### src/rtl/mem_ctrl_pkg.sv
// Shared constants for the byte-serialising memory controller:
// FSM state encodings, mem_sel_i size codes and the size-to-byte-count helper.
package mem_ctrl_pkg;

  localparam int DEFAULT_ADDR_W = 17;

  localparam logic [1:0] MC_IDLE = 2'd0;
  localparam logic [1:0] MC_RD   = 2'd1;
  localparam logic [1:0] MC_WR   = 2'd2;
  localparam logic [1:0] MC_DONE = 2'd3;

  localparam logic [3:0] SEL_BYTE = 4'b0001;
  localparam logic [3:0] SEL_HALF = 4'b0011;
  localparam logic [3:0] SEL_WORD = 4'b1111;

  // Any size code other than byte or half is treated as a full word.
  function automatic logic [2:0] byte_count(input logic [3:0] sel);
    case (sel)
      SEL_BYTE: return 3'd1;
      SEL_HALF: return 3'd2;
      default:  return 3'd4;
    endcase
  endfunction

endpackage

### src/rtl/mem_ctrl_if.sv
// Core-side bus of the memory controller: fetch port, MEM-stage port and stall requests.
// master = CPU core side, slave = memory controller side.
interface mem_ctrl_if;

  logic        if_req_i;
  logic [31:0] if_addr_i;
  logic        if_flush_i;
  logic [31:0] if_data_o;
  logic        if_done_o;

  logic        mem_req_i;
  logic        mem_we_i;
  logic [3:0]  mem_sel_i;
  logic [31:0] mem_addr_i;
  logic [31:0] mem_wdata_i;
  logic [31:0] mem_rdata_o;
  logic        mem_done_o;

  logic        stallreq_if_o;
  logic        stallreq_mem_o;

  modport master (
    output if_req_i, if_addr_i, if_flush_i,
    output mem_req_i, mem_we_i, mem_sel_i, mem_addr_i, mem_wdata_i,
    input  if_data_o, if_done_o, mem_rdata_o, mem_done_o,
    input  stallreq_if_o, stallreq_mem_o
  );

  modport slave (
    input  if_req_i, if_addr_i, if_flush_i,
    input  mem_req_i, mem_we_i, mem_sel_i, mem_addr_i, mem_wdata_i,
    output if_data_o, if_done_o, mem_rdata_o, mem_done_o,
    output stallreq_if_o, stallreq_mem_o
  );

endinterface

### src/rtl/mem_ctrl.sv
// Memory controller between the CPU core and a byte-wide single-port synchronous RAM.
// Instruction fetches (always 32 bits) and MEM-stage loads/stores (1, 2 or 4 bytes,
// unaligned allowed) are serialised into byte transactions; MEM wins arbitration.
module mem_ctrl
  import mem_ctrl_pkg::*;
#(
  parameter int ADDR_W = DEFAULT_ADDR_W
) (
  input  logic              clk,
  input  logic              rst,
  mem_ctrl_if.slave         core,
  output logic [ADDR_W-1:0] ram_addr_o,
  output logic              ram_wr_o,
  output logic [7:0]        ram_dout_o,
  input  logic [7:0]        ram_din_i
);

  logic [1:0]        state;
  logic              owner_mem;
  logic [ADDR_W-1:0] base_addr;
  logic [2:0]        nbytes;
  logic [31:0]       wdata;
  // Counts edges since the accept edge; reads need N+1 of them because each
  // byte arrives one cycle after its address, so this runs up to 5.
  logic [2:0]        step;
  logic [31:0]       rbuf;
  logic [31:0]       rbuf_next;
  logic [1:0]        cap_idx;
  logic [31:0]       if_data_q;
  logic [31:0]       mem_rdata_q;
  logic              unused_addr_hi;

  // Upper address bits beyond the RAM width are deliberately ignored (address wraps).
  assign unused_addr_hi = ^{core.if_addr_i[31:ADDR_W], core.mem_addr_i[31:ADDR_W]};

  // The byte arriving at step k was addressed at step k-2.
  assign cap_idx = step[1:0] - 2'd2;

  // Read assembly buffer with the byte arriving this cycle merged in.
  always_comb begin
    rbuf_next = rbuf;
    if (step >= 3'd2) begin
      rbuf_next[{cap_idx, 3'b000} +: 8] = ram_din_i;
    end
  end

  // Main FSM: arbitration, byte issue/capture, done handling and registered RAM outputs.
  always_ff @(posedge clk or negedge rst) begin
    if (!rst) begin
      state       <= MC_IDLE;
      owner_mem   <= 1'b0;
      base_addr   <= '0;
      nbytes      <= 3'd0;
      wdata       <= 32'd0;
      step        <= 3'd0;
      rbuf        <= 32'd0;
      if_data_q   <= 32'd0;
      mem_rdata_q <= 32'd0;
      ram_addr_o  <= '0;
      ram_wr_o    <= 1'b0;
      ram_dout_o  <= 8'd0;
    end else begin
      case (state)
        MC_IDLE: begin
          ram_wr_o <= 1'b0;
          if (core.mem_req_i) begin
            owner_mem  <= 1'b1;
            base_addr  <= core.mem_addr_i[ADDR_W-1:0];
            nbytes     <= byte_count(core.mem_sel_i);
            wdata      <= core.mem_wdata_i;
            step       <= 3'd1;
            rbuf       <= 32'd0;
            ram_addr_o <= core.mem_addr_i[ADDR_W-1:0];
            if (core.mem_we_i) begin
              state      <= MC_WR;
              ram_wr_o   <= 1'b1;
              ram_dout_o <= core.mem_wdata_i[7:0];
            end else begin
              state <= MC_RD;
            end
          end else if (core.if_req_i && !core.if_flush_i) begin
            owner_mem  <= 1'b0;
            base_addr  <= core.if_addr_i[ADDR_W-1:0];
            nbytes     <= 3'd4;
            step       <= 3'd1;
            rbuf       <= 32'd0;
            ram_addr_o <= core.if_addr_i[ADDR_W-1:0];
            state      <= MC_RD;
          end
        end
        MC_RD: begin
          if (!owner_mem && core.if_flush_i) begin
            state <= MC_IDLE;
          end else begin
            if (step < nbytes) begin
              ram_addr_o <= base_addr + ADDR_W'(step);
            end
            rbuf <= rbuf_next;
            step <= step + 3'd1;
            if (step == nbytes + 3'd1) begin
              state <= MC_DONE;
              if (owner_mem) begin
                mem_rdata_q <= rbuf_next;
              end else begin
                if_data_q <= rbuf_next;
              end
            end
          end
        end
        MC_WR: begin
          step <= step + 3'd1;
          if (step < nbytes) begin
            ram_wr_o   <= 1'b1;
            ram_addr_o <= base_addr + ADDR_W'(step);
            ram_dout_o <= wdata[{step[1:0], 3'b000} +: 8];
          end else begin
            ram_wr_o <= 1'b0;
            state    <= MC_DONE;
          end
        end
        default: begin
          ram_wr_o <= 1'b0;
          state    <= MC_IDLE;
        end
      endcase
    end
  end

  assign core.if_done_o      = (state == MC_DONE) && !owner_mem;
  assign core.mem_done_o     = (state == MC_DONE) && owner_mem;
  assign core.if_data_o      = if_data_q;
  assign core.mem_rdata_o    = mem_rdata_q;
  assign core.stallreq_if_o  = core.if_req_i && !core.if_done_o;
  assign core.stallreq_mem_o = core.mem_req_i && !core.mem_done_o;

endmodule

### src/flat_wrapper.sv
// flat-port wrapper written by rule: the top's interface ports become plain ports
module mem_ctrl_flat import mem_ctrl_pkg::*;
#(
  parameter int ADDR_W = DEFAULT_ADDR_W
)
  (clk, rst, ram_addr_o, ram_wr_o, ram_dout_o, ram_din_i, core_if_req_i, core_if_addr_i, core_if_flush_i, core_mem_req_i, core_mem_we_i, core_mem_sel_i, core_mem_addr_i, core_mem_wdata_i, core_if_data_o, core_if_done_o, core_mem_rdata_o, core_mem_done_o, core_stallreq_if_o, core_stallreq_mem_o);
  mem_ctrl_if core_i ();
  input  logic clk;
  input  logic rst;
  output logic [ADDR_W-1:0] ram_addr_o;
  output logic ram_wr_o;
  output logic [7:0] ram_dout_o;
  input  logic [7:0] ram_din_i;
  input wire logic [$bits(core_i.if_req_i)-1:0] core_if_req_i;
  input wire logic [$bits(core_i.if_addr_i)-1:0] core_if_addr_i;
  input wire logic [$bits(core_i.if_flush_i)-1:0] core_if_flush_i;
  input wire logic [$bits(core_i.mem_req_i)-1:0] core_mem_req_i;
  input wire logic [$bits(core_i.mem_we_i)-1:0] core_mem_we_i;
  input wire logic [$bits(core_i.mem_sel_i)-1:0] core_mem_sel_i;
  input wire logic [$bits(core_i.mem_addr_i)-1:0] core_mem_addr_i;
  input wire logic [$bits(core_i.mem_wdata_i)-1:0] core_mem_wdata_i;
  output wire logic [$bits(core_i.if_data_o)-1:0] core_if_data_o;
  output wire logic [$bits(core_i.if_done_o)-1:0] core_if_done_o;
  output wire logic [$bits(core_i.mem_rdata_o)-1:0] core_mem_rdata_o;
  output wire logic [$bits(core_i.mem_done_o)-1:0] core_mem_done_o;
  output wire logic [$bits(core_i.stallreq_if_o)-1:0] core_stallreq_if_o;
  output wire logic [$bits(core_i.stallreq_mem_o)-1:0] core_stallreq_mem_o;
  assign core_i.if_req_i = core_if_req_i;
  assign core_i.if_addr_i = core_if_addr_i;
  assign core_i.if_flush_i = core_if_flush_i;
  assign core_i.mem_req_i = core_mem_req_i;
  assign core_i.mem_we_i = core_mem_we_i;
  assign core_i.mem_sel_i = core_mem_sel_i;
  assign core_i.mem_addr_i = core_mem_addr_i;
  assign core_i.mem_wdata_i = core_mem_wdata_i;
  assign core_if_data_o = core_i.if_data_o;
  assign core_if_done_o = core_i.if_done_o;
  assign core_mem_rdata_o = core_i.mem_rdata_o;
  assign core_mem_done_o = core_i.mem_done_o;
  assign core_stallreq_if_o = core_i.stallreq_if_o;
  assign core_stallreq_mem_o = core_i.stallreq_mem_o;
  mem_ctrl #(.ADDR_W(ADDR_W)) u_core (.clk(clk), .rst(rst), .core(core_i), .ram_addr_o(ram_addr_o), .ram_wr_o(ram_wr_o), .ram_dout_o(ram_dout_o), .ram_din_i(ram_din_i));
endmodule
### config.mk
export PLATFORM = sky130hd
export DESIGN_NAME = mem_ctrl_flat
export DESIGN_NICKNAME = d
export VERILOG_FILES = /design/src/rtl/mem_ctrl_pkg.sv /design/src/rtl/mem_ctrl_if.sv /design/src/rtl/mem_ctrl.sv /design/src/flat_wrapper.sv
export SDC_FILE = /design/constraint.sdc
export NUM_CORES = 1
export LEC_CHECK = 0
export ABC_AREA = 1
export CAP_MARGIN = 20
export CORE_MARGIN = 2
export CORE_UTILIZATION = 35
export CTS_BUF_LIST = sky130_fd_sc_hd__clkbuf_16
export DETAILED_ROUTE_END_ITERATION = 8
export SYNTH_ARGS = -nofsm -noshare
export SYNTH_HDL_FRONTEND = slang
export SYNTH_SLANG_ARGS = --single-unit
export TNS_END_PERCENT = 50
### constraint.sdc
create_clock -name clk -period 3.15 [get_ports clk]
set_input_delay 0.63 -clock clk [delete_from_list [all_inputs] [get_ports clk]]
set_output_delay 0.63 -clock clk [all_outputs]
set_load 0.02 [all_outputs]
After elaboration in Yosys (flattened, before gate mapping). Index checks and enable logic that the tools add are counted. Widths: inputs -> output; s select.

Output and inout bits: 94. Flip-flop bits (word level): 180. Logic and storage cells: 95. Input port bits: 114.

Multiplexer cells: 35. Reduce and logical (&&, ||, !) cells: 23. Bitwise gates (word level): 2. Eq/ne operators: 13. Shifts and indexed selects: 3. $add $sub $neg: 5. $lt $le $gt $ge: 2.

Operators by type and width (count): $mux 32 (4); $mux 17 (4); $pmux 32 s2 (1); $pmux 17 s3 (1); $bwmux 32 (1); $shift 8x7->32 const A (1); $shiftx 32x6->8 (1); $shiftx 8x7->32 (1); $mux 8 (3); $add 17x3->17 (1); $pmux 8 s2 (1); $mux 3 (5); $mux 2 (6); $reduce_and 4->1 (3); $pmux 3 s3 (1); $reduce_and 3->1 (3); $ne 2x2->1 const B (4); $neg 5->7 (1); $add 3x1->3 const B (2); $logic_and 1x1->1 (6); $pmux 2 s3 (1); $pmux 3 s2 (1); $reduce_bool 2->1 (3); $mux 1 (5); 17 further kinds (23).

Depth between registers and ports, before layout. Gate-level depths: netlist (run 1).

Word-level depth: 7. Gate-level depth with buffers: 12. Gate-level depth less buffers: 11.

Least setup slack after synthesis (run 1). OpenSTA, ideal clock, no wires.

Kind: reg-to-reg. Start point: reg u_core.step[0]. End point: reg u_core.if_data_q[6] (netlist: u_core.core.if_data_o[6]). Stages on the path, launching flop included: 10. Path slack: 945 ps. Data required time: 3017 ps. Setup time: 133 ps. Buffers on the path: 4. Data arrival time: 2072 ps. Period minus slack after synthesis: 2205 ps. Path through: dfrtp_1 -> buf_2 -> inv_2 -> buf_1 -> ha_1 -> buf_2 -> clkbuf_1 -> nor2_1 -> a41oi_1 -> o21ai_0.

Word-level cells in the longest chain between the ends: 5. Elaborated cells on any way between the ends: 9. Classes of those cells: 2 x add/sub; 1 x order compare; 1 x eq/ne; 2 x shift; 2 x mux; 1 x reduce/logical.

Ends and longest elaborated chain: start, declared (RTL line mem_ctrl.sv:25) `logic [2:0] step;`; start signal, assigned (RTL line mem_ctrl.sv:99) `step <= step + 3'd1;`; start signal, assigned (RTL line mem_ctrl.sv:111) `step <= step + 3'd1;`; $sub 2x2->2 (RTL line mem_ctrl.sv:37) `assign cap_idx = step[1:0] - 2'd2;`; $neg 5->7 (RTL line mem_ctrl.sv:43) `rbuf_next[{cap_idx, 3'b000} +: 8] = ram_din_i;`; $shiftx 8x7->32 or $shift 8x7->32 (tied branches) (RTL line mem_ctrl.sv:43); $bwmux 32 (RTL line mem_ctrl.sv:43); $mux 32 (RTL line mem_ctrl.sv:42) `if (step >= 3'd2) begin`; end signal, assigned (RTL line mem_ctrl.sv:105) `if_data_q <= rbuf_next;`; end, declared (RTL line mem_ctrl.sv:29) `logic [31:0] if_data_q;`.

Parallel ways exist; a longest one is shown, timed or not. A chain may end at the register's enable or synchronous reset.

Worst setup path after layout (run 1).
Start point: reg u_core.step[0]. End point: reg u_core.if_data_q[5] (netlist: u_core.core.if_data_o[5]).

The elaborated chain is that of the path after synthesis.

==> reports/qor.txt, run 1 <==
Largest net degree at the start of global routing: 71
Critical path's largest stage delay: 0.67 ns
Synth Cell Area: 8980 µm²
Skew-Pair Late Insertion Delay: 0.43 ns
Worst-path fanout max: 35
Setup violations, final: 0
Htree depth: 4
Sequential area share after synthesis: 50.2%
CP top delay family: simple AND/OR/NAND/NOR gates
Gr usage total: 18.5%
Grt total ovfl: 0
Syn Nets: 1319
Chip Width: 164 µm
Wire length after detailed routing: 24000 µm
Utilization after layout: 46.6%
Diode count: 0
RSZ-0062 raised after global routing: false
Crit-path cells: inv_2 > ha_1 > nor2_1 > nand4_1 > buf_4 > nand2_1 > o21ai_0
Vias per cell: 4.71
Skew final: 0.0133 ns
Total of max-cap violations: 0
Port Buffers: 177
Gp weighted congestion: 0.844
# resized after CTS: 0
DRC errors left: 0
Crit path DAT: 2.92 ns
Crit Path Category: flop to flop
Syn-to-layout area delta: 30.8%
Relative slew margins: 46.6%
Clock Tree Buf Depth: 2
Inserted Clock Buffers: 17
Initial cell density of the core: 35.6%
Vias in the first global route: 7570
Leak: 0.00566 µW
Worst path required time: 3.44 ns
DR vias: 7978
R2R depth: 7
Root Driver: clkbuf_16
Worst-Margin Slew: 0.802 ns
Max Slew Vio Count: 0
Worst vdd ir: 372 µV
Initial antenna violation count: 0
Unique masters post-synth: 32
Mapped Avg Cell Area: 7.57 µm²
Critical path depth: 7
Final HPWL DP: 17000 µm
Antenna Nets Post-Route: 0
CP max-delay cell: dfrtp_1
Setup TNS: 0 ns
First-pass GRT wire length: 39400 µm
DR WL/cell: 14.2 µm
Fmax: 380 MHz
Post-layout min period: 2.63 ns
Hold Fails Final Rpt: 0
Synth warn: 0
Yosys reg bits: 180
# nets final: 1485
Detailed Routing Iterations Pass 1: 5
CP bufs+invs: 2
DR iter-0 viols: 573
Clock Sinks: 180
Most frequent cells in the layout: nand2_1 (480), dfrtp_1 (180), clkdlybuf4s50_1 (176), nand3_1 (114), o21ai_0 (99)
Commonest non-fill, non-tap cell in the layout: nand2_1
Postcts setup bufs: 0
Rows: 58
CP Launch Type: flop
Setup crit end kind: flop
Core outline area: 25200 µm²
Die height: 164 µm
Number of I/O pins: 208
P per Cell Area: 941 nW/µm²
Die area: 26900 µm²
Share of post-route cells with drive strength above 1: 5.35%
Run status: completed
Worst-path clk slew: 0.07 ns
Hold_buf cts: 0
Syn Inst Count: 1186
Hold Crit Class: input port to async pin
Period Utilization, post-route: 83.5%
CTS tree: done
[synth_stat cells, drive strengths merged]
cell type	count	area, µm²
a21o	1	7.51
nor3	1	16.3
o22ai	10	62.6
xor2	1	8.76
a21oi	3	15.0
nand4	8	50.1
a31oi	11	68.8
ha	18	225
buf	26	144
dfrtp	180	4500
clkbuf	29	109
xnor2	1	8.76
o21ai	106	534
nand3b	4	30.0
nor2	87	352
nand2	481	1810
nand3	114	571
a41oi	8	70.1
clkinv	1	3.75
mux2i	1	10.0
fa	1	20.0
or2	2	12.5
inv	92	345
[logic make-up after synthesis]
| group | Yosys count | share of synthesized area [%] |
|---|---|---|
| adders and majority gates | 19 | 2.73 |
| and+or+nand+nor | 697 | 31.6 |
| DFF | 180 | 50.2 |
| muxes | 1 | 0.112 |
| xor gates and xnor gates | 2 | 0.195 |
| buffers and inverters | 148 | 6.70 |
| AOI/OAI and AO/OA | 139 | 8.45 |
[sequential cells by signal (all words and copies together) (netlist names)]
signal and count:
u_core.nbytes 3, u_core.state 2, u_core.ram_addr_o 17, u_core.core.if_data_o 32, u_core.ram_dout_o 8, u_core.base_addr 17, u_core.core.mem_rdata_o 32, u_core.owner_mem 1
u_core.step 3, u_core.wdata 32, u_core.ram_wr_o 1, u_core.rbuf 32
[worst paths after layout]
path,to,slack (ns),start
max,u_core.core.if_data_o[5],0.52,u_core.step[0]
max in group asynchronous,u_core.core.mem_rdata_o[1],2.10,rst
max reg2reg,u_core.core.if_data_o[5],0.52,u_core.step[0]
min reg2reg,u_core.ram_dout_o[0],0.48,u_core.ram_dout_o[0]
min,u_core.core.mem_rdata_o[29],0.22,rst
min in group clk,u_core.ram_dout_o[0],0.48,u_core.ram_dout_o[0]
[per-stage QoR]
step / instance area (µm²) / cells / hold slack, ns / total power, µW / worst slack (ns)
final: 11700 / 1695 / 0.215 / 11000 / 0.519
after CTS: 11700 / 1694 / 0.228 / 11100 / 0.514
after floorplan: 8980 / 1186 / 0.334 / 6930 / 0.945
after detailed placement: 11100 / 1662 / 0.464 / 8890 / 0.528
after global placement: 11100 / 1662 / 0.463 / 8830 / 0.582
after global routing: 11700 / 1695 / 0.267 / 12000 / 0.320
[cell type report]
| class | instances | area, µm² |
|---|---|---|
| Timing Repair Buffer | 202 | 1990 |
| Inverter | 93 | 349 |
| Tap cell | 330 | 413 |
| Clock buffer | 17 | 425 |
| Sequential cell | 180 | 4500 |
| Multi-Input combinational cell | 858 | 3870 |
| Fill cell | 2481 | 13400 |
| Clock inverter | 15 | 185 |
[layer usage]
layer	up-vias	GRT usage, %	share of wire, %
met2	202	29.9	47
met3	11	3.46	5.3
li1	4117	-	-
met4	0	3.31	0.61
met1	3648	26.0	47
met5	-	0	0
[report_power, final]
part	internal (µW)	switching, µW	total [µW]
clock	1150	1050	2200
combinational	1950	3210	5160
sequential	3120	568	3680
(Power assumes the default switching activity.)
==> run 2: changes to the inputs <==
==> constraint.sdc (replaced) <==
create_clock -name clk -period 2.1 [get_ports clk]
set_input_delay 0.42 -clock clk [delete_from_list [all_inputs] [get_ports clk]]
set_output_delay 0.42 -clock clk [all_outputs]
set_load 0.02 [all_outputs]
==> reports/qor.txt, run 2 (synthesis results as in run 1) <==
Run status: completed (unchanged)
Max Slew Vio Count: 0 (unchanged)
Hold_ws: 0.355 ns (was 0.215 ns)
Worst path required time: 1.68 ns (was 3.44 ns)
Antenna Nets Post-Route: 0 (unchanged)
Setup slack, reg-to-reg: 0.14 ns (was 0.52 ns)
Worst-Margin Slew: 0.510 ns (was 0.802 ns)
Detailed Routing Iterations Pass 1: 5 (unchanged)
Design Power: 16900 µW (was 11000 µW)
Total of max-cap violations: 0 (unchanged)
Share of power burned in combinational logic: 48.7% (was 46.8%)
Period Utilization, post-route: 94.0%
Int Power: 9600 µW (was 6210 µW)
Initial antenna violation count: 0 (unchanged)
Clock Sinks: 180 (unchanged)
Root Driver: clkbuf_16 (unchanged)
Largest net degree at the start of global routing: 68 (was 71)
Final HPWL DP: 17600 µm (was 17000 µm)
Diode count: 0 (unchanged)
DR iter-0 viols: 416 (was 573)
Chip Width: 164 µm (unchanged)
DR WL/cell: 14.4 µm (was 14.2 µm)
Postcts setup bufs: 0 (unchanged)
RR Startpoint: u_core.step[0] (unchanged)
CP top delay family: buffers and inverters (was simple AND/OR/NAND/NOR gates)
Psw: 7280 µW (was 4830 µW)
Rows: 58 (unchanged)
First-pass GRT wire length: 40600 µm (was 39400 µm)
CTS tree: done (unchanged)
DRC errors left: 0 (unchanged)
Vias in the first global route: 7993 (was 7570)
Die height: 164 µm (unchanged)
Leak: 0.00579 µW (was 0.00566 µW)
Setup TNS: 0 ns (unchanged)
Syn-to-layout area delta: 33.2% (was 30.8%)
Clock Tree Buf Depth: 2 (unchanged)
Commonest non-fill, non-tap cell in the layout: nand2_1 (unchanged)
Crit Reg-Reg Endpoint: u_core.ram_addr_o[8] (was u_core.core.if_data_o[5])
Relative slew margins: 65.6% (was 46.6%)
# placed instances: 1684 (was 1662)
CP max-delay cell: dfrtp_1 (unchanged)
R2R depth: 10 (was 7)
Gp weighted congestion: 0.838 (was 0.844)
Crit path DAT: 1.55 ns (was 2.92 ns)
DR vias: 8092 (was 7978)
Fmax: 506 MHz
Inserted Clock Buffers: 17 (unchanged)
CP bufs+invs: 2 (unchanged)
Flop pwr share: 32.5% (was 33.4%)
Worst vdd ir: 628 µV (was 372 µV)
Hold Crit Class: input port to async pin (unchanged)
Core outline area: 25200 µm² (unchanged)
Hold Fails Final Rpt: 0 (unchanged)
RSZ-0062 raised after global routing: false (unchanged)
Htree depth: 4 (unchanged)
Crit Path Category: flop to primary output (was flop to flop)
Number of I/O pins: 208 (unchanged)
Worst-path clk slew: 0.07 ns (about the same)
Most frequent cells in the layout: nand2_1 (479), dfrtp_1 (179), clkdlybuf4s50_1 (172), nand3_1 (113), o21ai_0 (95) (was nand2_1 (480), dfrtp_1 (180), clkdlybuf4s50_1 (176), nand3_1 (114), o21ai_0 (99))
Gr usage total: 18.9% (was 18.5%)
Vias per cell: 4.71 (about the same)
Share of post-route cells with drive strength above 1: 7.21% (was 5.35%)
CP Launch Type: flop (unchanged)
Non-Filler Instances: 1717 (was 1695)
Skew final: 0.0169 ns (was 0.0133 ns)
Initial cell density of the core: 35.6% (unchanged)
Setup crit end kind: primary output (was flop)
Clk pwr share: 18.8% (was 19.9%)
# nets final: 1507 (was 1485)
Port Buffers: 177 (unchanged)
P per Cell Area: 1410 nW/µm² (was 941 nW/µm²)
Fin area: 12000 µm² (was 11700 µm²)
Switch share: 43.1% (was 43.8%)
Die area: 26900 µm² (unchanged)
Worst-path fanout max: 5 (was 35)
Setup violations, final: 0 (unchanged)
Post-DP Area: 11400 µm² (was 11100 µm²)
Crit-path cells: ha_1 > nand2_1 > inv_1 > dlygate4sd2_1 (was inv_2 > ha_1 > nor2_1 > nand4_1 > buf_4 > nand2_1 > o21ai_0)
Grt total ovfl: 0 (unchanged)
Critical path's largest stage delay: 0.43 ns (was 0.67 ns)
Wire length after detailed routing: 24700 µm (was 24000 µm)
Skew-Pair Late Insertion Delay: 0.43 ns (about the same)
Post-layout min period: 1.97 ns
run 2: cell type report:
| cell class | count | area [µm²] |
|---|---|---|
| inverter | 93 | 349 |
| tap | 330 | 413 |
| multi-input combinational | 858 | 3880 |
| timing repair buffer | 224 | 2220 |
| sequential | 180 | 4510 |
| clock buffer | 17 | 425 |
| fill | 2507 | 13200 |
| clock inverter | 15 | 155 |
run 2: stage by stage:
step,utilization (%),worst slack [ns]
2_1_floorplan,-,0.0595
3_3_place_gp,45.1,0.0275
3_5_place_dp,45.1,0.0165
4_1_cts,47.5,0.00736
5_1_grt,47.5,0.00166
6_report,47.5,0.125
run 2: power groups by stage:
stage          sequential [µW]  combinational (µW)  clock (µW)
2_1_floorplan             6090                4310           0
3_3_place_gp              5510                8150           0
3_5_place_dp              5540                8280           0
4_1_cts                   5490                8300        3260
5_1_grt                   5640                9220        3410
6_report                  5480                8220        3180
run 2: worst max-delay path by stage:
stage	depth (start not counted)	slack (ns)	start	end
final	4	0.13	u_core.state[1]	core_mem_done_o
after global routing	4	0.002	u_core.state[0]	core_mem_done_o
after floorplan	9	0.06	u_core.step[0]	u_core.core.if_data_o[6]
after detailed placement	4	0.02	core_mem_req_i	core_stallreq_mem_o
after CTS	5	0.007	u_core.state[0]	core_stallreq_if_o
after global placement	4	0.03	core_if_req_i	core_stallreq_if_o
run 2: per-layer routing:
layer | GRT usage [%] | routed length, µm | up-vias
met3 | 3.56 | 1150 | 17
met5 | 0 | 0 | -
met4 | 4.59 | 268 | 0
li1 | - | - | 4141
met1 | 25.4 | 11500 | 3740
met2 | 31.6 | 11700 | 194
run 2: worst register-to-register path, stage by stage (launching register included):
cell and delay, ns:
dfrtp_1 0.44, ha_1 0.25, fa_1 0.42, nand3_1 0.10
nand2_1 0.10, nand2_1 0.16, nand2_1 0.07, nand3_1 0.08
o21ai_0 0.09, nand2_1 0.08, nand2_1 0.06
run 2: repair_timing:
| action | 4_1_cts | 5_1_grt |
|---|---|---|
| endpoints found under the hold margin | 2 | 0 |
| gates resized for setup | 4 | 15 |
| hold buffers | 1 | 0 |
| setup endpoints to repair | 4 | 33 |
==> run 3: changes to the inputs <==
--- a/config.mk
+++ b/config.mk
@@ -9,7 +9,7 @@
 export CAP_MARGIN = 20
 export CORE_MARGIN = 2
 export CORE_UTILIZATION = 35
-export CTS_BUF_LIST = sky130_fd_sc_hd__clkbuf_16
+export CTS_BUF_LIST = sky130_fd_sc_hd__clkbuf_8
 export DETAILED_ROUTE_END_ITERATION = 8
 export SYNTH_ARGS = -nofsm -noshare
 export SYNTH_HDL_FRONTEND = slang
==> reports/qor.txt, run 3 (synthesis results as in run 1) <==
Run status: completed (unchanged)
Die height: 164 µm (unchanged)
CP Launch Type: flop (unchanged)
DRC errors left: 0 (unchanged)
# placed instances: 1684 (unchanged)
Share of post-route cells with drive strength above 1: 7.43% (was 7.21%)
Gp weighted congestion: 0.838 (unchanged)
Fill cells: 2534 (was 2507)
Setup WS post-layout: 0.137 ns (was 0.125 ns)
Fmax: 509 MHz (was 506 MHz)
Clock Sinks: 180 (unchanged)
Vias in the first global route: 8032 (was 7993)
Utilization after layout: 46.7% (was 47.5%)
DR iter-0 viols: 503 (was 416)
Inserted Clock Buffers: 17 (unchanged)
DP Worst Slack: 0.0165 ns (unchanged)
Hold Crit Class: input port to async pin (unchanged)
Worst-path clk slew: 0.10 ns (was 0.07 ns)
Crit Reg-Reg Endpoint: u_core.ram_addr_o[8] (unchanged)
Crit Path Category: flop to flop (was flop to primary output)
Gr usage total: 19.0% (was 18.9%)
Die area: 26900 µm² (unchanged)
Most frequent cells in the layout: nand2_1 (480), dfrtp_1 (177), clkdlybuf4s50_1 (172), nand3_1 (113), o21ai_0 (96) (was nand2_1 (479), dfrtp_1 (179), clkdlybuf4s50_1 (172), nand3_1 (113), o21ai_0 (95))
# nets final: 1507 (unchanged)
Hold_ws: 0.303 ns (was 0.355 ns)
DR WL/cell: 14.4 µm (about the same)
Antenna Nets Post-Route: 0 (unchanged)
M3 GR Usage: 3.71% (was 3.56%)
Initial cell density of the core: 35.6% (unchanged)
Vias per cell: 4.70 (was 4.71)
Skew-Pair Late Insertion Delay: 0.47 ns (was 0.43 ns)
GRT busiest layer: met2 (unchanged)
RSZ-0062 raised after global routing: false (unchanged)
Worst vdd ir: 638 µV (was 628 µV)
Grt total ovfl: 0 (unchanged)
Post-layout min period: 1.96 ns (was 1.97 ns)
Non-Filler Instances: 1717 (unchanged)
Crit path DAT: 2.33 ns (was 1.55 ns)
Syn-to-layout area delta: 31.0% (was 33.2%)
Setup slack, reg-to-reg: 0.14 ns (about the same)
Max Slew Vio Count: 0 (unchanged)
Wire length after detailed routing: 24800 µm (was 24700 µm)
Core outline area: 25200 µm² (unchanged)
Postcts setup bufs: 0 (unchanged)
Initial antenna violation count: 0 (unchanged)
RR Startpoint: u_core.step[0] (unchanged)
Number of I/O pins: 208 (unchanged)
P per Cell Area: 1370 nW/µm² (was 1410 nW/µm²)
Global Route met1 Usage: 25.3% (was 25.4%)
Diode count: 0 (unchanged)
GR met2 Demand/Resource: 31.8% (was 31.6%)
Chip Width: 164 µm (unchanged)
Clock Tree Buf Depth: 2 (unchanged)
CTS tree: done (unchanged)
Worst-path fanout max: 6 (was 5)
Total of max-cap violations: 0 (unchanged)
Hold Fails Final Rpt: 0 (unchanged)
Setup crit end kind: flop (was primary output)
Period Utilization, post-route: 93.5% (was 94.0%)
Port Buffers: 177 (unchanged)
Root Driver: clkbuf_8 (was clkbuf_16)
Leak: 0.00570 µW (was 0.00579 µW)
Rows: 58 (unchanged)
Setup violations, final: 0 (unchanged)
Setup TNS: 0 ns (unchanged)
Detailed Routing Iterations Pass 1: 6 (was 5)
Worst path required time: 2.47 ns (was 1.68 ns)
Htree depth: 4 (unchanged)
Relative slew margins: 66.4% (was 65.6%)
Largest net degree at the start of global routing: 68 (unchanged)
First-pass GRT wire length: 40600 µm (about the same)
Final HPWL DP: 17600 µm (unchanged)
Skew final: 0.0140 ns (was 0.0169 ns)
R2R depth: 10 (unchanged)
Commonest non-fill, non-tap cell in the layout: nand2_1 (unchanged)
DR vias: 8072 (was 8092)
Worst-Margin Slew: 0.499 ns (was 0.510 ns)
==> run 3: critical path: stages, from the launching register on <==
cell and delay (ns):
dfrtp_2 0.46, ha_1 0.24, fa_1 0.42, nand3_1 0.11, nand2_1 0.10, nand2_1 0.16, nand2_1 0.07, nand3_1 0.08
o21ai_0 0.09, nand2_1 0.08, nand2_1 0.06
==> run 3: power by group <==
part	leakage [µW]	switching (µW)	internal, µW
sequential	0.00227	811	4670
clock	0.000191	1420	976
combinational	0.00324	4970	3240
==> run 3: what timing repair did <==
action	CTS	global route
setup endpoints to repair	4	35
hold buffers	1	0
hold endpoints to repair	115	0
gates resized for setup	10	15
==> run 3: through the flow <==
stage	total power [µW]	area, µm²
6_report	16100	11800
4_1_cts	16300	11800
5_1_grt	17500	11800
3_3_place_gp	13700	11400
3_5_place_dp	13800	11400
2_1_floorplan	10400	8980
==> run 3: per-layer routing <==
metal  up-vias  share of wire [%]
met1      3737                 47
met5         -                  0
met4         0                1.2
met3        19                4.1
li1       4141                  -
met2       175                 48
==> run 3: area by class of cell <==
cell class | count | area, µm² | share of cell area (%)
Timing Repair Buffer | 224 | 2220 | 18.9
Inverter | 93 | 349 | 2.97
Sequential cell | 180 | 4510 | 38.3
Multi-Input combinational cell | 858 | 3880 | 33.0
Clock buffer | 17 | 234 | 1.99
Clock inverter | 15 | 155 | 1.32
Tap cell | 330 | 413 | 3.51
==> run 3: worst max-delay path by stage <==
stage / start / slack [ns] / end / cells after the start
after floorplan: u_core.step[0] / 0.06 / u_core.core.if_data_o[6] / 9
after global placement: core_if_req_i / 0.03 / core_stallreq_if_o / 4
after detailed placement: core_mem_req_i / 0.02 / core_stallreq_mem_o / 4
after CTS: u_core.state[0] / 0.007 / core_stallreq_if_o / 5
after global routing: u_core.state[0] / 0.02 / core_stallreq_if_o / 5
final: u_core.step[0] / 0.14 / u_core.ram_addr_o[8] / 10
